File: src/rtl/calc_pkg.sv
`default_nettype none
// ============================================================================
// Module   : calc_pkg
// Purpose  : Shared encodings for the calculator entry sequencer: ALU opcode
//            values (plus an internal "no operation pending" code), function
//            key bit indices and FSM state encoding.
// Revision : 1.0 - initial release
// ============================================================================
package calc_pkg;

    // Opcodes are 3 bits wide so OP_NONE can sit outside the 2-bit ALU range.
    localparam logic [2:0] OP_ADD  = 3'd0;
    localparam logic [2:0] OP_SUB  = 3'd1;
    localparam logic [2:0] OP_MUL  = 3'd2;
    localparam logic [2:0] OP_DIV  = 3'd3;
    localparam logic [2:0] OP_NONE = 3'd4;

    // Function key bit positions on key_fn.
    localparam logic [2:0] FN_CLEAR  = 3'd0;
    localparam logic [2:0] FN_ADD    = 3'd1;
    localparam logic [2:0] FN_SUB    = 3'd2;
    localparam logic [2:0] FN_MUL    = 3'd3;
    localparam logic [2:0] FN_DIV    = 3'd4;
    localparam logic [2:0] FN_NEG    = 3'd5;
    localparam logic [2:0] FN_RSVD   = 3'd6;
    localparam logic [2:0] FN_EQUALS = 3'd7;

    typedef enum logic [2:0] {
        S_IDLE    = 3'd0,
        S_ENTRY   = 3'd1,
        S_OP_PEND = 3'd2,
        S_EXEC    = 3'd3,
        S_RESULT  = 3'd4,
        S_ERROR   = 3'd5
    } state_e;

    // Operator keys ADD..DIV sit on consecutive bits 1..4, so the opcode is
    // simply the key index minus one.
    function automatic logic [2:0] fn_to_op(input logic [2:0] idx);
        return idx - 3'd1;
    endfunction

endpackage
`default_nettype wire

File: src/rtl/calc_entry_sequencer_if.sv
`default_nettype none
// ============================================================================
// Module   : calc_entry_sequencer_if
// Purpose  : req/ack handshake between the entry sequencer and the shared ALU.
// Ports    : alu_req/op/a/b  sequencer -> ALU, held until ack
//            alu_ack/result/err  ALU -> sequencer, valid in the ack cycle
//            master = sequencer side, slave = ALU side
// Revision : 1.0 - initial release
// ============================================================================
interface calc_entry_sequencer_if #(
    parameter int WIDTH = 32
);
    logic                    alu_req;
    logic [1:0]              alu_op;
    logic signed [WIDTH-1:0] alu_a;
    logic signed [WIDTH-1:0] alu_b;
    logic                    alu_ack;
    logic signed [WIDTH-1:0] alu_result;
    logic                    alu_err;

    modport master (
        output alu_req, alu_op, alu_a, alu_b,
        input  alu_ack, alu_result, alu_err
    );

    modport slave (
        input  alu_req, alu_op, alu_a, alu_b,
        output alu_ack, alu_result, alu_err
    );
endinterface
`default_nettype wire

File: src/rtl/calc_key_edge.sv
`default_nettype none
// ============================================================================
// Module   : calc_key_edge
// Purpose  : 2-FF synchroniser and rising-edge detect for the 18 keypad
//            switches. Emits a registered one-cycle press pulse; a cycle with
//            more than one simultaneous press is discarded entirely.
// Ports    : clk, rst              clock, async active-high reset
//            key_dig[9:0]          raw digit switches
//            key_fn[7:0]           raw function switches
//            dig_vld, dig_val[3:0] single digit press and its value
//            fn_vld, fn_idx[2:0]   single function press and its bit index
// Revision : 1.0 - initial release
// ============================================================================
module calc_key_edge (
    input  wire logic       clk,
    input  wire logic       rst,
    input  wire logic [9:0] key_dig,
    input  wire logic [7:0] key_fn,
    output logic            dig_vld,
    output logic [3:0]      dig_val,
    output logic            fn_vld,
    output logic [2:0]      fn_idx
);
    // Bits 0..9 are digits, bits 10..17 function keys.
    logic [17:0] sync1_q, sync2_q, prev_q;
    logic [17:0] press;
    logic [4:0]  npress;
    logic        dig_vld_d, fn_vld_d, dig_vld_q, fn_vld_q;
    logic [3:0]  dig_val_d, dig_val_q;
    logic [2:0]  fn_idx_d, fn_idx_q;

    always_comb begin
        press     = sync2_q & ~prev_q;
        npress    = '0;
        dig_vld_d = 1'b0;
        fn_vld_d  = 1'b0;
        dig_val_d = '0;
        fn_idx_d  = '0;
        for (int i = 0; i < 18; i++) begin
            npress = npress + {4'd0, press[i]};
        end
        for (int i = 0; i < 10; i++) begin
            if (press[i]) begin
                dig_val_d = 4'(i);
            end
        end
        for (int i = 0; i < 8; i++) begin
            if (press[10+i]) begin
                fn_idx_d = 3'(i);
            end
        end
        // Only an unambiguous single press is forwarded.
        if (npress == 5'd1) begin
            dig_vld_d = |press[9:0];
            fn_vld_d  = |press[17:10];
        end
    end

    always_ff @(posedge clk or posedge rst) begin
        if (rst) begin
            sync1_q   <= '0;
            sync2_q   <= '0;
            prev_q    <= '0;
            dig_vld_q <= 1'b0;
            fn_vld_q  <= 1'b0;
            dig_val_q <= '0;
            fn_idx_q  <= '0;
        end else begin
            sync1_q   <= {key_fn, key_dig};
            sync2_q   <= sync1_q;
            prev_q    <= sync2_q;
            dig_vld_q <= dig_vld_d;
            fn_vld_q  <= fn_vld_d;
            dig_val_q <= dig_val_d;
            fn_idx_q  <= fn_idx_d;
        end
    end

    assign dig_vld = dig_vld_q;
    assign dig_val = dig_val_q;
    assign fn_vld  = fn_vld_q;
    assign fn_idx  = fn_idx_q;
endmodule
`default_nettype wire

File: src/rtl/calc_entry_sequencer.sv
`default_nettype none
// ============================================================================
// Module   : calc_entry_sequencer
// Purpose  : Calculator front end. Builds signed operands from digit presses,
//            chains pending operations through the shared ALU and drives the
//            display value / error flag.
// Ports    : clk, rst            clock, async active-high reset
//            key_dig, key_fn     raw keypad switches (level)
//            alu                 ALU handshake (master side)
//            disp_val, disp_err  registered display value and error flag
//            busy                ALU transaction outstanding
// Revision : 1.0 - initial release
// ============================================================================
module calc_entry_sequencer
    import calc_pkg::*;
#(
    parameter int WIDTH      = 32,
    parameter int MAX_DIGITS = 9,
    parameter int ALU_TMO    = 255
) (
    input  wire logic               clk,
    input  wire logic               rst,
    input  wire logic [9:0]         key_dig,
    input  wire logic [7:0]         key_fn,
    calc_entry_sequencer_if.master  alu,
    output logic signed [WIDTH-1:0] disp_val,
    output logic                    disp_err,
    output logic                    busy
);
    localparam int TMO_W  = $clog2(ALU_TMO + 1);
    localparam int NDIG_W = $clog2(MAX_DIGITS + 1);

    // Reset asserts asynchronously but is released on a clock edge.
    logic [1:0] rst_sync_q;
    logic       rst_int;
    always_ff @(posedge clk or posedge rst) begin
        if (rst) rst_sync_q <= 2'b11;
        else     rst_sync_q <= {rst_sync_q[0], 1'b0};
    end
    assign rst_int = rst_sync_q[1];

    logic       dig_vld, fn_vld;
    logic [3:0] dig_val;
    logic [2:0] fn_idx;

    calc_key_edge u_key_edge (
        .clk     (clk),
        .rst     (rst_int),
        .key_dig (key_dig),
        .key_fn  (key_fn),
        .dig_vld (dig_vld),
        .dig_val (dig_val),
        .fn_vld  (fn_vld),
        .fn_idx  (fn_idx)
    );

    state_e                  state_q, state_d;
    logic signed [WIDTH-1:0] acc_q, acc_d, a_reg_q, a_reg_d;
    logic [NDIG_W-1:0]       ndig_q, ndig_d;
    logic [2:0]              pend_op_q, pend_op_d;
    logic [2:0]              next_op_q, next_op_d;   // pend_op after ack; NONE -> RESULT
    logic                    alu_req_q, alu_req_d;
    logic [1:0]              alu_op_q, alu_op_d;
    logic signed [WIDTH-1:0] alu_a_q, alu_a_d, alu_b_q, alu_b_d;
    logic [TMO_W-1:0]        tmo_q, tmo_d;
    logic signed [WIDTH-1:0] disp_val_q, disp_val_d;
    logic                    disp_err_q, disp_err_d;

    logic signed [WIDTH-1:0] dig_ext, acc_x10, acc_append, issue_b;
    logic                    issue, fn_is_op;
    logic [2:0]              key_op, issue_next;

    assign dig_ext    = {{(WIDTH-4){1'b0}}, dig_val};
    assign acc_x10    = (acc_q <<< 3) + (acc_q <<< 1);
    // Negative operands grow away from zero so the sign survives entry.
    assign acc_append = acc_q[WIDTH-1] ? (acc_x10 - dig_ext) : (acc_x10 + dig_ext);
    assign fn_is_op   = (fn_idx >= FN_ADD) && (fn_idx <= FN_DIV);
    assign key_op     = fn_to_op(fn_idx);

    always_comb begin
        state_d    = state_q;
        acc_d      = acc_q;
        ndig_d     = ndig_q;
        a_reg_d    = a_reg_q;
        pend_op_d  = pend_op_q;
        next_op_d  = next_op_q;
        alu_req_d  = alu_req_q;
        alu_op_d   = alu_op_q;
        alu_a_d    = alu_a_q;
        alu_b_d    = alu_b_q;
        tmo_d      = tmo_q;
        issue      = 1'b0;
        issue_b    = acc_q;
        issue_next = OP_NONE;

        if (fn_vld && fn_idx == FN_CLEAR) begin
            state_d   = S_IDLE;
            acc_d     = '0;
            ndig_d    = '0;
            a_reg_d   = '0;
            pend_op_d = OP_NONE;
            next_op_d = OP_NONE;
            alu_req_d = 1'b0;
            tmo_d     = '0;
        end else begin
            unique case (state_q)
                S_EXEC: begin
                    if (alu_req_q && alu.alu_ack) begin
                        alu_req_d = 1'b0;
                        if (alu.alu_err) begin
                            state_d = S_ERROR;
                        end else begin
                            a_reg_d   = alu.alu_result;
                            pend_op_d = next_op_q;
                            state_d   = (next_op_q == OP_NONE) ? S_RESULT : S_OP_PEND;
                        end
                    end else if (tmo_q == TMO_W'(ALU_TMO - 1)) begin
                        alu_req_d = 1'b0;
                        state_d   = S_ERROR;
                    end else begin
                        tmo_d = tmo_q + TMO_W'(1);
                    end
                end
                S_ERROR: ;
                default: begin
                    if (dig_vld) begin
                        if (state_q == S_ENTRY) begin
                            // Leading zeros are not counted as digits.
                            if (ndig_q < NDIG_W'(MAX_DIGITS) && !(acc_q == '0 && dig_val == 4'd0)) begin
                                acc_d  = acc_append;
                                ndig_d = ndig_q + NDIG_W'(1);
                            end
                        end else begin
                            acc_d   = dig_ext;
                            ndig_d  = (dig_val == 4'd0) ? NDIG_W'(0) : NDIG_W'(1);
                            state_d = S_ENTRY;
                            if (state_q == S_RESULT) pend_op_d = OP_NONE;
                        end
                    end else if (fn_vld && fn_is_op) begin
                        if (state_q == S_ENTRY && pend_op_q != OP_NONE) begin
                            issue      = 1'b1;
                            issue_b    = acc_q;
                            issue_next = key_op;
                        end else begin
                            if (state_q == S_ENTRY) a_reg_d = acc_q;
                            if (state_q == S_IDLE)  a_reg_d = '0;
                            pend_op_d = key_op;
                            state_d   = S_OP_PEND;
                        end
                    end else if (fn_vld && fn_idx == FN_NEG) begin
                        if (state_q == S_ENTRY)  acc_d   = -acc_q;
                        if (state_q == S_RESULT) a_reg_d = -a_reg_q;
                    end else if (fn_vld && fn_idx == FN_EQUALS) begin
                        if (state_q == S_ENTRY) begin
                            if (pend_op_q == OP_NONE) begin
                                a_reg_d = acc_q;
                                state_d = S_RESULT;
                            end else begin
                                issue   = 1'b1;
                                issue_b = acc_q;
                            end
                        end else if (state_q == S_OP_PEND) begin
                            issue   = 1'b1;
                            issue_b = a_reg_q;
                        end
                    end
                end
            endcase
        end

        if (issue) begin
            state_d   = S_EXEC;
            alu_req_d = 1'b1;
            alu_op_d  = pend_op_q[1:0];
            alu_a_d   = a_reg_q;
            alu_b_d   = issue_b;
            next_op_d = issue_next;
            tmo_d     = '0;
        end

        disp_err_d = (state_d == S_ERROR);
        unique case (state_d)
            S_ENTRY:                     disp_val_d = acc_d;
            S_OP_PEND, S_RESULT, S_EXEC: disp_val_d = a_reg_d;
            default:                     disp_val_d = '0;
        endcase
    end

    always_ff @(posedge clk or posedge rst_int) begin
        if (rst_int) begin
            state_q    <= S_IDLE;
            acc_q      <= '0;
            ndig_q     <= '0;
            a_reg_q    <= '0;
            pend_op_q  <= OP_NONE;
            next_op_q  <= OP_NONE;
            alu_req_q  <= 1'b0;
            alu_op_q   <= '0;
            alu_a_q    <= '0;
            alu_b_q    <= '0;
            tmo_q      <= '0;
            disp_val_q <= '0;
            disp_err_q <= 1'b0;
        end else begin
            state_q    <= state_d;
            acc_q      <= acc_d;
            ndig_q     <= ndig_d;
            a_reg_q    <= a_reg_d;
            pend_op_q  <= pend_op_d;
            next_op_q  <= next_op_d;
            alu_req_q  <= alu_req_d;
            alu_op_q   <= alu_op_d;
            alu_a_q    <= alu_a_d;
            alu_b_q    <= alu_b_d;
            tmo_q      <= tmo_d;
            disp_val_q <= disp_val_d;
            disp_err_q <= disp_err_d;
        end
    end

    assign alu.alu_req = alu_req_q;
    assign alu.alu_op  = alu_op_q;
    assign alu.alu_a   = alu_a_q;
    assign alu.alu_b   = alu_b_q;
    assign disp_val    = disp_val_q;
    assign disp_err    = disp_err_q;
    assign busy        = (state_q == S_EXEC);
endmodule
`default_nettype wire
File: src/flat_wrapper.sv
// flat-port wrapper written by rule: the top's interface ports become plain ports
module calc_entry_sequencer_flat import calc_pkg::*;
#(
    parameter int WIDTH      = 32,
    parameter int MAX_DIGITS = 9,
    parameter int ALU_TMO    = 255
)
  (clk, rst, key_dig, key_fn, disp_val, disp_err, busy, alu_alu_req, alu_alu_op, alu_alu_a, alu_alu_b, alu_alu_ack, alu_alu_result, alu_alu_err);
  calc_entry_sequencer_if #(.WIDTH(WIDTH)) alu_i ();
  input  wire logic clk;
  input  wire logic rst;
  input  wire logic [9:0] key_dig;
  input  wire logic [7:0] key_fn;
  output logic signed [WIDTH-1:0] disp_val;
  output logic disp_err;
  output logic busy;
  output wire logic [$bits(alu_i.alu_req)-1:0] alu_alu_req;
  output wire logic [$bits(alu_i.alu_op)-1:0] alu_alu_op;
  output wire logic [$bits(alu_i.alu_a)-1:0] alu_alu_a;
  output wire logic [$bits(alu_i.alu_b)-1:0] alu_alu_b;
  input wire logic [$bits(alu_i.alu_ack)-1:0] alu_alu_ack;
  input wire logic [$bits(alu_i.alu_result)-1:0] alu_alu_result;
  input wire logic [$bits(alu_i.alu_err)-1:0] alu_alu_err;
  assign alu_alu_req = alu_i.alu_req;
  assign alu_alu_op = alu_i.alu_op;
  assign alu_alu_a = alu_i.alu_a;
  assign alu_alu_b = alu_i.alu_b;
  assign alu_i.alu_ack = alu_alu_ack;
  assign alu_i.alu_result = alu_alu_result;
  assign alu_i.alu_err = alu_alu_err;
  calc_entry_sequencer #(.WIDTH(WIDTH), .MAX_DIGITS(MAX_DIGITS), .ALU_TMO(ALU_TMO)) u_core (.clk(clk), .rst(rst), .key_dig(key_dig), .key_fn(key_fn), .alu(alu_i), .disp_val(disp_val), .disp_err(disp_err), .busy(busy));
endmodule
File: config.mk
export PLATFORM = sky130hd
export DESIGN_NAME = calc_entry_sequencer_flat
export DESIGN_NICKNAME = d
export VERILOG_FILES = /design/src/rtl/calc_pkg.sv /design/src/rtl/calc_entry_sequencer_if.sv /design/src/rtl/calc_key_edge.sv /design/src/rtl/calc_entry_sequencer.sv /design/src/flat_wrapper.sv
export SDC_FILE = /design/constraint.sdc
export NUM_CORES = 1
export LEC_CHECK = 0
export ABC_AREA = 1
export CAP_MARGIN = 20
export CORE_MARGIN = 2
export CORE_UTILIZATION = 64
export CTS_CLUSTER_SIZE = 12
export DETAILED_ROUTE_END_ITERATION = 10
export GPL_TIMING_DRIVEN = 0
export PLACE_DENSITY = 0.95
export SYNTH_ARGS = -nofsm -noshare
export SYNTH_HDL_FRONTEND = slang
export SYNTH_SLANG_ARGS = --single-unit
File: constraint.sdc
create_clock -name clk -period 12.4 [get_ports clk]
set_input_delay 2.48 -clock clk [delete_from_list [all_inputs] [get_ports clk]]
set_output_delay 2.48 -clock clk [all_outputs]
set_load 0.05 [all_outputs]
After elaboration in Yosys (flattened, before gate mapping)

Index checks and enable logic that the tools add are counted.

Flip-flop bits (word level): 250
Input bits: 54
Output and inout port bits: 101
Logic and storage cells: 212

$add $sub $neg: 25
Order comparisons: 3
Equal/unequal tests: 27
Muxes and demuxes: 107
Bitwise logic cells: 2
Reductions and logical operators: 27

Operator list:

| operator              | number |
|---|---|
| $mux W32              | 30 |
| $pmux W32 S2          | 2 |
| $mux W3               | 35 |
| $add A5 B1 Y5         | 13 |
| $neg A32 Y32          | 2 |
| $mux W4               | 13 |
| $mux W8               | 5 |
| $add A32 B32 Y32      | 1 |
| $add A32 B5 Y32       | 1 |
| $logic_not A32 Y1     | 1 |
| $sub A32 B5 Y32       | 1 |
| $eq A3 B3 Y1 const B  | 8 |
| $mux W1               | 20 |
| $and A18 B18 Y18      | 1 |
| $not A18 Y18          | 1 |
| $eq A3 B2 Y1 const B  | 4 |
| $pmux W3 S2           | 2 |
| $reduce_or A10 Y1     | 1 |
| $logic_and A1 B1 Y1   | 9 |
| $ne A3 B1 Y1 const B  | 3 |
| $add A8 B1 Y8 const B | 1 |
| $eq A8 B8 Y1 const B  | 1 |
| $ne A4 B3 Y1 const B  | 2 |
| $reduce_bool A4 Y1    | 2 |
| 26 further kinds      | 32 |

Longest topological paths before layout

Word-level depth: 21
Depth in mapped cells: 26
Depth with buffers taken out: 26

Hierarchy

A second synthesis with hierarchy kept.

Cells, all modules: 2483
Area, all modules: 17485.5 um2

By module, submodules not included:

| module               | times used | cells an instance | area each (um2) |
|---|---|---|---|
| calc_entry_sequencer | 1          | 2304              | 15134.5 |
| calc_key_edge        | 1          | 179               | 2351.0 |

Worst setup path after synthesis

OpenSTA, ideal clock, no wires.

Path kind: flip-flop to flip-flop
Start point: reg u_core.u_key_edge.prev_q[7]
End point: reg u_core.u_key_edge.dig_vld_q, in the netlist u_core.u_key_edge.dig_vld
Setup time: 77 ps
Arrival: 4048 ps
Setup slack: 8275 ps
Stages on the path, launching flop included: 18
Path buffers: 0
Cell sequence: dfrtp_1 inv_1 nand2_1 fa_1 inv_1 fa_1 fa_1 inv_1 fa_1 fa_1 inv_1 ha_1 fa_1 inv_1 nor2_1 nor3b_1 nand3_1 a21oi_1

Cells in the longest elaborated chain, start to end: 15
Elaborated cells between the ends (all ways): 16
Classes of those cells: add/sub (11); eq/ne (1); mux (1); bitwise (2); reduce/logical (1)

Ends and longest elaborated chain:

| item                            | line                | text |
|---|---|---|
| start, declared                 | calc_key_edge.sv:25 | `logic [17:0] sync1_q, sync2_q, prev_q;` |
| start signal, assigned          | calc_key_edge.sv:71 | `prev_q <= sync2_q;` |
| $not A18 Y18 (*)                | calc_key_edge.sv:33 | `press = sync2_q & ~prev_q;` |
| $and A18 B18 Y18 (*)            | calc_key_edge.sv:33 |  |
| $add A5 B1 Y5 (11 in series)    | calc_key_edge.sv:40 | `npress = npress + {4'd0, press[i]};` |
| $eq A5 B1 Y1                    | calc_key_edge.sv:53 | `if (npress == 5'd1) begin` |
| $mux W1 (*)                     | calc_key_edge.sv:53 |  |
| via u_core.u_key_edge.dig_vld_d | calc_key_edge.sv:28 | `logic dig_vld_d, fn_vld_d, dig_vld_q, fn_vld_q;` |
| end signal, assigned            | calc_key_edge.sv:72 | `dig_vld_q <= dig_vld_d;` |
| end, declared                   | calc_key_edge.sv:28 |  |

Mark *: on every way through the listed nets, which the timed path passes. The rest lies on a longest branch.
A chain may end at the register's enable or synchronous reset.

Final worst setup path

Start point: reg u_core.state_q[0]
End point: out busy

Cells in the longest elaborated chain, start to end: 1

Ends and longest elaborated chain:

| item                   | line                        | text |
|---|---|---|
| start, declared        | calc_entry_sequencer.sv:57  | `state_e state_q, state_d;` |
| start signal, assigned | calc_entry_sequencer.sv:205 | `state_q <= state_d;` |
| $eq A3 B2 Y1           | calc_entry_sequencer.sv:227 | `assign busy = (state_q == S_EXEC);` |
| end, declared          | flat_wrapper.sv:16          | `output logic busy;` |

Every way passes these cells.

==> results.txt <==
Worst-Skew Late Latency: 0.57 ns
CTS clk-pin slew, worst paths: 0.07 ns
Slew headroom: 0.202
min Tclk post-route: 5.06 ns
Layout Nets: 2898
largest family of logic cells by synthesized area: simple AND/OR/NAND/NOR gates
Worst EP arrival: 2.58 ns
total track usage: 0.490
Adder-Cell Fraction of Synth Area: 0.0543
CTS H-tree lvls: 1
Fill cells: 2103
total CTS buffers: 27
Post-synth EDFFs: 0
register bit total from synthesis: 250
Compound-Gate Fraction of Synth Area: 0.217
layout cell share with drive strength beyond 1: 0.0612
Top FF cell, synth: dfrtp_1
ys async rst share: 1.00
mux contribution to synthesized area: 0
Non-Filler Instances: 3174
wire length per cell: 22.7 um
sequential share of the synthesized area: 0.348
# hold bufs at CTS: 0
initial cell density of the core: 0.649
IO buf count: 154
TritonCTS clock tree: built
worst vdd ir: 0.000221 V
kind of critical path: register to primary output
most frequent cells in the layout: nand2_1, o21ai_0, inv_1, dfrtp_1, a21oi_1
Final Hold Viols: 0
DR pass1 iterations: 7
post-cts sizing count: 0
clock root cell: clkbuf_16
initial antenna violation count: 2
FP Rows: 61
Final setup violation count: 0
outcome: finished clean
setup TNS: 0 ns
WP data required: 9.92 ns
Slew Viols, Final: 0
DRC viols: 0
number of global-route vias before repair: 19.8k
total chip power: 0.00543 W
Fmax: 198 MHz
Area after DPL: 0.0200 mm^2
placed cells: 3124
detailed placement HPWL: 54300 um
R2R depth: 18
WHS Path Cells: 0
core area: 0.0277 mm^2
xor/xnor share of the synthesized area: 0.0136
period utilization: 0.408
I/O pin cnt: 155
clock sink count: 250
GPL Wtd Cong: 1.12
Die Wd: 172 um
max cap viols: 0
setup bufs post-CTS: 0
WL final: 72000 um
Distinct cells, synth: 65
Hold WC Path Type: register to register
simple-gate share of the synthesized area: 0.277
largest net degree at the start of global routing: 132
post-route ant nets: 0
Setup Skew: 0.0282 ns
CP Capture Type: primary output
commonest non-fill, non-tap cell in the layout: nand2_1
vias post-DR: 20.6k
crit start category: register
Avg Cell Area, Syn: 6.93 um^2
CTS Buffer Depth: 3
area of the mapped netlist: 0.0180 mm^2
hold slack: 0.350 ns
crit-path max FO: 10
leakage power: 9.87 nW
die height: 172 um
Synth Instances: 2591
die area: 0.0294 mm^2
grt ovf: 0
first-pass GRT wire length: 109000 um
Synthesized Nets: 2714
RSZ-0062 raised after global routing: false
Vias per Instance: 6.50
P&R area growth vs syn: 16.1%
Synth warnings: 0
PwrDens: 260 mW/mm^2
Slew @ Worst Pin: 1.19 ns
DRT iter0 DRCs: 3149
post-route cell area: 0.0209 mm^2
[cell type report]
class	instances	area [um^2]	area share
diodes	1	2.50	0.000120
plain buffers	119	538	0.0258
clock buffers	41	748	0.0359
clock inverters	8	91.3	0.00438
inverters	289	1090	0.0524
multi-input cells	1933	10100	0.483
flip-flops and latches	250	6260	0.300
well taps	378	473	0.0227
repair buffers	155	1570	0.0752
[final timing paths]
check                                                         end                                    start  slack (ns)
max in group asynchronous          u_core.rst_sync_q[0]$_DFF_PP1_                                      rst       10.13
max                                                          busy              u_core.state_q[0]$_DFF_PP0_        7.34
min in group asynchronous  u_core.u_key_edge.sync2_q[1]$_DFF_PP0_           u_core.rst_sync_q[1]$_DFF_PP1_        0.46
max reg2reg                   u_core.u_key_edge.dig_vld$_DFF_PP0_  u_core.u_key_edge.sync2_q[13]$_DFF_PP0_        7.64
min reg2reg                u_core.u_key_edge.sync2_q[7]$_DFF_PP0_   u_core.u_key_edge.sync1_q[7]$_DFF_PP0_        0.35
min                        u_core.u_key_edge.sync2_q[7]$_DFF_PP0_   u_core.u_key_edge.sync1_q[7]$_DFF_PP0_        0.35
[flip-flops by register name, indices dropped and copies added, names as in the netlist, 2 cells and up]
register	flops
u_core.tmo_q	8
u_core.alu.alu_a	32
u_core.alu.alu_op	2
u_core.a_reg_q	32
u_core.next_op_q	3
u_core.rst_sync_q	2
u_core.u_key_edge.prev_q	18
u_core.u_key_edge.dig_val	4
u_core.state_q	3
u_core.u_key_edge.sync2_q	18
u_core.disp_val	32
u_core.alu.alu_b	32
u_core.u_key_edge.fn_idx	3
u_core.u_key_edge.sync1_q	18
u_core.acc_q	32
u_core.pend_op_q	3
u_core.ndig_q	4
[stage by stage]
stage	worst slack, ns	utilization
floorplan	5.27	-
global placement	3.10	0.721
detailed placement	7.40	0.723
CTS	7.40	0.753
global route	7.30	0.753
finish	7.34	0.753
[critical path: stages, from the launching register on]
cell and delay [ns]:
dfrtp_1 0.32, buf_2 0.22, inv_2 0.16, nor3_2 0.44
clkdlybuf4s50_1 0.89
[per-layer routing]
metal | vias to the layer above | track usage | part of all wire
li1 | 9077 | - | -
met5 | - | 0 | 0.00025
met1 | 9363 | 0.578 | 0.34
met4 | 2 | 0.386 | 0.093
met2 | 1697 | 0.741 | 0.43
met3 | 505 | 0.154 | 0.14
[cells in the mapped netlist (7+ instances only)]
| master | n | share of area |
|---|---|---|
| nand2_1 | 686 | 0.14 |
| o21ai_0 | 269 | 0.075 |
| inv_1 | 262 | 0.055 |
| dfrtp_1 | 246 | 0.34 |
| a21oi_1 | 192 | 0.053 |
| nor2_1 | 191 | 0.040 |
| nand3_1 | 155 | 0.043 |
| clkbuf_1 | 79 | 0.017 |
| ha_1 | 54 | 0.038 |
| o211ai_1 | 46 | 0.019 |
| a31oi_1 | 31 | 0.011 |
| nor3_1 | 29 | 0.0081 |
| buf_2 | 24 | 0.0067 |
| nand4_1 | 24 | 0.0084 |
| inv_2 | 23 | 0.0048 |
| nand2_2 | 23 | 0.0080 |
| o221ai_1 | 23 | 0.011 |
| o31ai_1 | 20 | 0.0084 |
| xor2_1 | 20 | 0.0097 |
| fa_1 | 15 | 0.017 |
| o22ai_1 | 15 | 0.0052 |
| o21ai_1 | 12 | 0.0033 |
| a22o_1 | 11 | 0.0054 |
| nor2_2 | 11 | 0.0038 |
| nor3_2 | 8 | 0.0045 |
| nor4_1 | 8 | 0.0028 |
| a311oi_1 | 7 | 0.0034 |
| nand3_2 | 7 | 0.0039 |
[report_power, final]
part / switching, W / internal (W) / leakage [nW]
sequential: 0.000359 / 0.00103 / 3.16
clock: 0.000353 / 0.000440 / 0.398
combinational: 0.00225 / 0.000996 / 6.31
[logic make-up (layout without fill, tap and decap cells)]
family,Yosys count,in the layout
AND/OR/NAND/NOR,1165,1165
XOR/XNOR,27,27
flip-flops,250,250
other,1,2
adder cells (fa/ha/maj),69,69
AO/OA/AOI/OAI,671,671
buffers and inverters,408,612
(Power assumes the default switching activity.)
